[src/rtl/generic_memory_dift_pkg.sv]
// Shared types and constants for the generic_memory_dift controller slice.
package generic_memory_dift_pkg;

  localparam int NUM_REQ = 2;

  typedef enum logic [1:0] {
    INIT  = 2'd0,
    SCRUB = 2'd1,
    SERVE = 2'd2
  } dift_ctrl_state_e;

endpackage

[src/rtl/rr_arbiter_2.sv]
// Two-way round-robin arbiter with a combinational grant and a registered
// priority pointer that flips to the other requester after every grant.
module rr_arbiter_2
  import generic_memory_dift_pkg::*;
(
  input  logic               clk,
  input  logic               rst_n,
  input  logic               en,
  input  logic [NUM_REQ-1:0] req,
  output logic [NUM_REQ-1:0] gnt
);

  // rr = 0 favours requester 0 on contention, rr = 1 favours requester 1
  logic rr;

  // Grant a lone requester directly; break ties with the pointer
  always_comb begin
    gnt = '0;
    if (en) begin
      if (req == 2'b11) begin
        gnt = rr ? 2'b10 : 2'b01;
      end else begin
        gnt = req;
      end
    end
  end

  // After a grant to p the pointer moves to 1-p
  always_ff @(posedge clk or negedge rst_n) begin
    if (!rst_n) begin
      rr <= 1'b0;
    end else if (|gnt) begin
      rr <= gnt[0];
    end
  end

endmodule

[src/rtl/generic_memory_dift_ctrl.sv]
// Front-end controller for a single-port data+tag SRAM: scrubs the array
// after reset, then shares it between two requesters with round-robin
// arbitration and a one-cycle grant-to-rvalid response.
module generic_memory_dift_ctrl
  import generic_memory_dift_pkg::*;
#(
  parameter int ADDR_WIDTH = 12,
  parameter int DATA_WIDTH = 32,
  parameter int BE_WIDTH   = DATA_WIDTH / 8,
  parameter int TAG_WIDTH  = BE_WIDTH,
  parameter bit SCRUB_EN   = 1'b1
)(
  input  logic                                CLK,
  input  logic                                RSTN,
  input  logic [NUM_REQ-1:0]                  REQ_I,
  input  logic [NUM_REQ-1:0]                  WE_I,
  input  logic [NUM_REQ-1:0][ADDR_WIDTH-1:0]  ADDR_I,
  input  logic [NUM_REQ-1:0][DATA_WIDTH-1:0]  WDATA_I,
  input  logic [NUM_REQ-1:0][TAG_WIDTH-1:0]   WTAG_I,
  input  logic [NUM_REQ-1:0][BE_WIDTH-1:0]    BE_I,
  output logic [NUM_REQ-1:0]                  GNT_O,
  output logic [NUM_REQ-1:0]                  RVALID_O,
  output logic [DATA_WIDTH-1:0]               RDATA_O,
  output logic [TAG_WIDTH-1:0]                RTAG_O,
  output logic                                BUSY_O,
  output logic                                MEM_INITN_O,
  output logic                                MEM_CEN_O,
  output logic                                MEM_WEN_O,
  output logic [ADDR_WIDTH-1:0]               MEM_A_O,
  output logic [DATA_WIDTH-1:0]               MEM_D_O,
  output logic [TAG_WIDTH-1:0]                MEM_DTAG_O,
  output logic [BE_WIDTH-1:0]                 MEM_BEN_O,
  input  logic [DATA_WIDTH-1:0]               MEM_Q_I,
  input  logic [TAG_WIDTH-1:0]                MEM_QTAG_I
);

  localparam logic [ADDR_WIDTH-1:0] CNT_ONE  = ADDR_WIDTH'(1);
  localparam logic [ADDR_WIDTH-1:0] CNT_LAST = '1;

  dift_ctrl_state_e        state;
  logic [ADDR_WIDTH-1:0]   scrub_cnt;
  logic                    initn;
  logic                    serve;
  logic [NUM_REQ-1:0]      gnt;
  logic [NUM_REQ-1:0]      rvalid;
  logic                    win;

  logic                    mem_cen;
  logic                    mem_wen;
  logic [ADDR_WIDTH-1:0]   mem_a;
  logic [DATA_WIDTH-1:0]   mem_d;
  logic [TAG_WIDTH-1:0]    mem_dtag;
  logic [BE_WIDTH-1:0]     mem_ben;

  assign serve = (state == SERVE);

  // Requests are only arbitrated once the scrub is finished
  rr_arbiter_2 u_arb (
    .clk   (CLK),
    .rst_n (RSTN),
    .en    (serve),
    .req   (REQ_I),
    .gnt   (gnt)
  );

  // Grant is one-hot, so bit 1 alone identifies the winner
  assign win = gnt[1];

  // Sequencer: INIT for one cycle, optional full-array scrub, then serve forever
  always_ff @(posedge CLK or negedge RSTN) begin
    if (!RSTN) begin
      state     <= INIT;
      scrub_cnt <= '0;
    end else begin
      case (state)
        INIT: begin
          scrub_cnt <= '0;
          state     <= SCRUB_EN ? SCRUB : SERVE;
        end
        SCRUB: begin
          scrub_cnt <= scrub_cnt + CNT_ONE;
          if (scrub_cnt == CNT_LAST) begin
            state <= SERVE;
          end
        end
        SERVE: begin
          state <= SERVE;
        end
        default: begin
          state <= INIT;
        end
      endcase
    end
  end

  // Memory INITN is released on the first clock edge after reset deasserts
  always_ff @(posedge CLK or negedge RSTN) begin
    if (!RSTN) begin
      initn <= 1'b0;
    end else begin
      initn <= 1'b1;
    end
  end

  // Each grant answers with exactly one rvalid pulse one cycle later
  always_ff @(posedge CLK or negedge RSTN) begin
    if (!RSTN) begin
      rvalid <= '0;
    end else begin
      rvalid <= gnt;
    end
  end

  // Memory port mux: scrub writes zeros, otherwise the winner drives the port
  always_comb begin
    mem_cen  = 1'b1;
    mem_wen  = 1'b1;
    mem_ben  = '1;
    mem_a    = '0;
    mem_d    = '0;
    mem_dtag = '0;
    if (state == SCRUB) begin
      mem_cen = 1'b0;
      mem_wen = 1'b0;
      mem_ben = '0;
      mem_a   = scrub_cnt;
    end else if (|gnt) begin
      mem_cen  = 1'b0;
      mem_wen  = ~WE_I[win];
      mem_a    = ADDR_I[win];
      mem_d    = WDATA_I[win];
      mem_dtag = WTAG_I[win];
      mem_ben  = ~BE_I[win];
    end
  end

  assign GNT_O       = gnt;
  assign RVALID_O    = rvalid;
  assign RDATA_O     = MEM_Q_I;
  assign RTAG_O      = MEM_QTAG_I;
  assign BUSY_O      = ~serve;
  assign MEM_INITN_O = initn;
  assign MEM_CEN_O   = mem_cen;
  assign MEM_WEN_O   = mem_wen;
  assign MEM_A_O     = mem_a;
  assign MEM_D_O     = mem_d;
  assign MEM_DTAG_O  = mem_dtag;
  assign MEM_BEN_O   = mem_ben;

endmodule

[config.mk]
export PLATFORM = sky130hd
export DESIGN_NAME = generic_memory_dift_ctrl
export DESIGN_NICKNAME = d
export VERILOG_FILES = /design/src/rtl/generic_memory_dift_pkg.sv /design/src/rtl/rr_arbiter_2.sv /design/src/rtl/generic_memory_dift_ctrl.sv
export SDC_FILE = /design/constraint.sdc
export NUM_CORES = 1
export LEC_CHECK = 0
export ABC_CLOCK_PERIOD_IN_PS = 2800
export CAP_MARGIN = 30
export CORE_MARGIN = 8
export CORE_UTILIZATION = 27
export DETAILED_ROUTE_END_ITERATION = 8
export PLACE_DENSITY = 0.82
export SYNTH_ARGS = -nofsm -noshare
export SYNTH_HDL_FRONTEND = slang
export SYNTH_HIERARCHICAL = 1
export SYNTH_SLANG_ARGS = --single-unit
[constraint.sdc]
create_clock -name CLK -period 2.8 [get_ports CLK]
set_clock_uncertainty 0.1 [all_clocks]
set_input_delay 0.7 -clock CLK [delete_from_list [all_inputs] [get_ports CLK]]
set_output_delay 0.7 -clock CLK [all_outputs]
set_load 0.01 [all_outputs]
=== Yosys cells after proc, flatten, opt, wreduce, memory -nomap -nowiden ===
Index checks and enable logic that the tools add are counted.

* Bits in registers: 18
* Word-level logic and storage cells: 46

* Add/sub/neg operators: 1
* Order comparisons: 1
* Equality and inequality tests: 5
* Mux-type cells: 28
* Bitwise logic cells: 3
* Reductions and logical operators: 3

{| class="wikitable"
|+ Operators by type and width
! kind !! number
|-
| two-way mux 32 bit || 4
|-
| two-way mux 12 bit || 4
|-
| two-way mux 4 bit || 8
|-
| one-hot mux 12 bit (2 select lines) || 1
|-
| adder 12 x 1 -> 12 bit, second input constant || 1
|-
| == test 12 bit, second input constant || 1
|-
| two-way mux 2 bit || 4
|-
| two-way mux 1 bit || 6
|-
| one-hot mux 2 bit (3 select lines) || 1
|-
| == test 2 bit, second input constant || 2
|-
| NOT 4 bit || 1
|-
| == test 2 x 1 -> 1 bit, second input constant || 1
|-
| logical NOT 2 bit || 1
|-
| < comparator 1 x 2 -> 1 bit, second input constant || 1
|-
| inequality test 2 bit, second input constant || 1
|-
| NOT 1 bit || 2
|-
| nonzero test 2 bit || 1
|-
| OR reduction 2 bit || 1
|}

=== Depth between registers and ports, before layout ===
* Word-level depth: 8
* Mapped depth: 9
* Gate-level depth less buffers: 7

=== Modules after synthesis ===
Netlist, hierarchy kept.

{| class="wikitable"
|+ Modules (own cells, without submodules)
! module !! times used !! cells each !! area an instance (sq um) !! sequential area each (sq um)
|-
| generic_memory_dift_ctrl || 1 || 246 || 1963.1 || 425.4
|-
| rr_arbiter_2 || 1 || 8 || 61.3 || 25.0
|}

=== Worst setup path after synthesis ===
No wires, ideal clock.

* Kind: input-to-output
* From: input REQ_I[0]
* To: output MEM_A_O[10]
* Data arrival time: 2.121 ns
* Data required time: 2.000 ns
* Path slack: -0.121 ns
* Stages on the path: 7
* Buffers on the path: 2
* Path through: nand2_1 > a21oi_1 > nor2b_1 > clkbuf_1 > buf_2 > a22oi_1 > o21ai_0

* Elaborated cells on any way between the ends: 8
* Those cells by class: eq/ne: 1; mux: 6; reduce/logical: 1

{| class="wikitable"
|+ RTL lines
! item !! line !! source
|-
| from (decl) || generic_memory_dift_ctrl.sv:15 || <nowiki>input logic [NUM_REQ-1:0] REQ_I,</nowiki>
|-
| == test 2 bit || rr_arbiter_2.sv:20 || <nowiki>if (req == 2'b11) begin</nowiki>
|-
| two-way mux 2 bit * || rr_arbiter_2.sv:20 ||
|-
| two-way mux 2 bit * || rr_arbiter_2.sv:19 || <nowiki>if (en) begin</nowiki>
|-
| named net GNT_O[0] || generic_memory_dift_ctrl.sv:21 || <nowiki>output logic [NUM_REQ-1:0] GNT_O,</nowiki>
|-
| OR reduction 2 bit * || generic_memory_dift_ctrl.sv:127 || <nowiki>end else if (|gnt) begin</nowiki>
|-
| two-way mux 12 bit * || generic_memory_dift_ctrl.sv:127 ||
|-
| two-way mux 12 bit * || generic_memory_dift_ctrl.sv:122 || <nowiki>if (state == SCRUB) begin</nowiki>
|-
| to (decl) || generic_memory_dift_ctrl.sv:29 || <nowiki>output logic [ADDR_WIDTH-1:0] MEM_A_O,</nowiki>
|}

Mark *: on every way through the listed nets, which the timed path passes. The rest lies on a longest branch. The select of a mux whose other input is x is not followed.

=== Worst setup path after layout ===
* From: input REQ_I[0]
* To: output MEM_BEN_O[0]

* Longest elaborated chain between the ends: 8
* Elaborated cells on any way between the ends: 9
* Those cells by class: eq/ne: 1; mux: 6; bitwise: 1; reduce/logical: 1

{| class="wikitable"
|+ Ends and longest elaborated chain
! item !! line !! source
|-
| == test 2 bit || rr_arbiter_2.sv:20 ||
|-
| two-way mux 2 bit * || rr_arbiter_2.sv:20 ||
|-
| two-way mux 2 bit * || rr_arbiter_2.sv:19 ||
|-
| two-way mux 4 bit (not written as such) (2 in a row) || generic_memory_dift_ctrl.sv:133 || <nowiki>mem_ben = ~BE_I[win];</nowiki>
|-
| NOT 4 bit || generic_memory_dift_ctrl.sv:133 ||
|-
| two-way mux 4 bit * || generic_memory_dift_ctrl.sv:127 ||
|-
| two-way mux 4 bit * || generic_memory_dift_ctrl.sv:122 ||
|-
| to (decl) || generic_memory_dift_ctrl.sv:32 || <nowiki>output logic [BE_WIDTH-1:0] MEM_BEN_O,</nowiki>
|}

Every way passes the cells marked *; elsewhere a longest branch is shown, timed or not. The select of a mux whose other input is x is not followed.

==> summary.txt <==
Die
  – Die Y: 103 µm
  – Horiz. Die Dim: 103 µm
  – Core Area: slightly above 7000 µm²
  – Initial core utilization: between 20% and 30%
  – Die ar.: 10500 µm²
  – Top-Level Pins: between 200 and 250
  – Cell Rows: 31

Final layout
  – Post-layout instance area: 3800 µm²
  – Commonest cells after routing, fill and taps aside: clkdlybuf4s50_1 (112), nor2_1 (37), mux2i_1 (32), buf_2 (30), clkbuf_2 (24)
  – Layout area overhead: 87.5%
  – Commonest non-fill, non-tap cell in the layout: clkdlybuf4s50_1
  – Fin util: between 50% and 60%
  – Nets: 556
  – Layout cell share with drive strength beyond 1: between 20% and 30%

STA
  – Hold slack: around 0.4 ns
  – Fmax: around 0.35 GHz
  – Final setup viols: 4
  – Fin crit share: 101%
  – RSZ-0062 raised after global routing: yes
  – Worst setup margin: -0.0269 ns
  – Setup TNS: -0.0741 ns
  – Min cycle time layout: 2.83 ns
  – Max-slew violation count: 0
  – Hold Vio Cnt, Final: 0

GRT
  – Vias in the first global route: between 2k and 3k
  – Largest net degree at the start of global routing: a little under 50
  – Gr usage total: between 10% and 20%
  – GR Overflow Total: 0
  – First-pass GRT wire length: approximately 14000 µm
  – Initial antenna violation count: 0

Placed design
  – Area after DPL: 3650 µm²
  – Port Buf Inserts: roughly 170
  – Post-DP HPWL: 7670 µm
  – GPL Wtd Cong: approximately 0.8

Routing
  – DR vias/cell: 4.79
  – Post-Route WL: about 10000 µm
  – Starting DRC count in detailed routing: just under 60
  – First-pass DRT Iterations: 4
  – Drt wl/cell: a little under 20 µm
  – Routed Antenna Nets: 0
  – Via count: around 2.4k
  – DRC Markers: 0

Setup path
  – Crit path DAT: roughly 2 ns
  – Crit path depth: 9
  – CP Cell Sequence: clkdlybuf4s15_2 -> nand2_1 -> a21oi_2 -> nor2b_1 -> buf_4 -> buf_12 -> buf_8 -> a221oi_4 -> buf_2
  – CP Launch Type: primary input
  – Crit Path Max Fanout: 12
  – Crit path max-delay cell type: a221oi_4
  – R2R setup slack: around 0.8 ns
  – CP delay by family, top: buffers and inverters
  – Critical Path End Type: output pin
  – Worst path required time: around 2 ns
  – Worst Reg-to-Reg Cells: 6
  – Max incr delay on CP: about 0.22 ns
  – Buffers & Inverters on Critical Path: 5
  – Kind of critical path: primary input to output pin

Pwr
  – Pint: roughly 0.53 mW
  – Sequential power share: 39.2%
  – Clock power share: 32.5%
  – Logic pwr share: 28.4%
  – Sw Share: 20.4%
  – Peak VDD IR: approximately 0.18 mV
  – Total leakage power: 1.61 nW
  – Tot Pwr: ~0.67 mW
  – Sw Pwr: approximately 0.14 mW
  – Power per Cell Area: 175 nW/µm²

Logic synthesis
  – Mapped Avg Cell Area: approximately 8.0 µm²
  – Post-synthesis sequential area ratio: between 20% and 30%
  – Cell variety after synth: 40
  – Synthesized net count: 404
  – Post-synth EDFFs: 0
  – Mapped Area: 2020 µm²
  – Post-synth top flop: dfrtp_1
  – Async SR Flop Fraction: 100%
  – Synth Register Bits: 18
  – Synth Instances: roughly 250
  – Synth warnings: 6

Worst hold path
  – Hold Path Stages: 1
  – Kind of path behind the tightest hold check: flip-flop to flip-flop

Clock network
  – Num CTS Buffers: 3
  – Root Driver: clkbuf_8
  – H-tree level count: 1
  – CTS tree: done
  – CTS sink cnt: 18
  – Worst-Skew Late Latency: ~0.26 ns
  – Clk slew on worst S/H paths: around 0.070 ns
  – Cts hold-fix bufs: 0
  – Longest Clk Path Bufs: 2

Run status
  – Failing checks: negative setup slack
  – Outcome: complete, but fails checks

Flow run
  – Number of max-cap violations: 0
## worst register-to-register path: stages, from the launching register on
cell and delay (ns):
dfrtp_1 0.42, inv_1 0.09, ha_1 0.21, buf_12 0.24
nand4_2 0.25, o311ai_0 0.39, o41ai_1 0.14
## per-layer routing
metal	up-vias	part of all wire [%]	track usage, %
li1	1169	-	-
met1	1102	37	17.8
met2	126	50	28.7
met3	22	11	6.95
met4	0	2.4	6.21
met5	-	0	0
## cell type report
type                    instances  area, µm²
flip-flops and latches         18        450
repair buffers                201       1840
clock buffers                   4       55.1
inverters                       7       26.3
well taps                      99        124
fillers                       692       3460
diodes                          1       2.50
multi-input cells             175       1300
## synth_stat cells, types with 4 or more instances
master,count,area (µm²)
nand3_1,4,20.0
ha_1,4,50.1
nor2_1,37,139
dfrtp_1,18,450
o21ai_0,14,70.1
nand2b_1,4,25.0
buf_2,8,40.0
buf_4,36,270
nand2_1,20,75.1
clkbuf_1,6,22.5
a221oi_1,6,52.6
inv_1,7,26.3
a22oi_1,11,82.6
mux2i_1,36,360
## state kept, by name (all words and copies together), names as in the netlist
| signal | count |
|---|---|
| MEM_INITN_O | 1 |
| RVALID_O | 2 |
| scrub_cnt | 12 |
| state | 2 |
| u_arb/rr | 1 |
## cells by family after synthesis
logic type	Yosys count	synth area share [%]
AOI/OAI and AO/OA	53	18.9
xor gates and xnor gates	2	0.865
adders and majority gates	4	2.47
buffers and inverters	61	18.9
DFF	18	22.2
muxes	38	18.9
other	1	0.185
and+or+nand+nor	77	17.6
## power groups by stage
| stage | Combinational [mW] | Clock [mW] | Sequential, mW |
|---|---|---|---|
| 5_1_grt | 0.200 | 0.234 | 0.261 |
| 4_1_cts | 0.187 | 0.223 | 0.261 |
| 6_report | 0.189 | 0.216 | 0.261 |
| 3_5_place_dp | 0.183 | 0 | 0.266 |
| 3_3_place_gp | 0.181 | 0 | 0.266 |
| 2_1_floorplan | 0.0688 | 0 | 0.266 |
## through the flow
stage | worst slack (ns) | cells
3_5_place_dp | -0.827 | 482
4_1_cts | -0.0232 | 498
6_report | -0.0269 | 505
5_1_grt | -0.110 | 504
3_3_place_gp | -0.806 | 482
2_1_floorplan | 0.0281 | 254
## timing repair
action / in CTS / in global routing
gates cloned: 2 / 2
buffers inserted: 10 / 4
setup endpoints to repair: 56 / 52
pin swaps: 3 / 3
gates resized for setup: 175 / 63
## path summary, 6_finish.rpt
path / endpoint / startpoint
max: MEM_BEN_O[0] / REQ_I[0]
min: scrub_cnt[11] / scrub_cnt[11]
max reg2reg: scrub_cnt[9] / state[1]
min reg2reg: scrub_cnt[11] / scrub_cnt[11]
max in group asynchronous: state[1] / RSTN
min in group asynchronous: MEM_INITN_O / RSTN
Power figures use the tool's default switching activity.
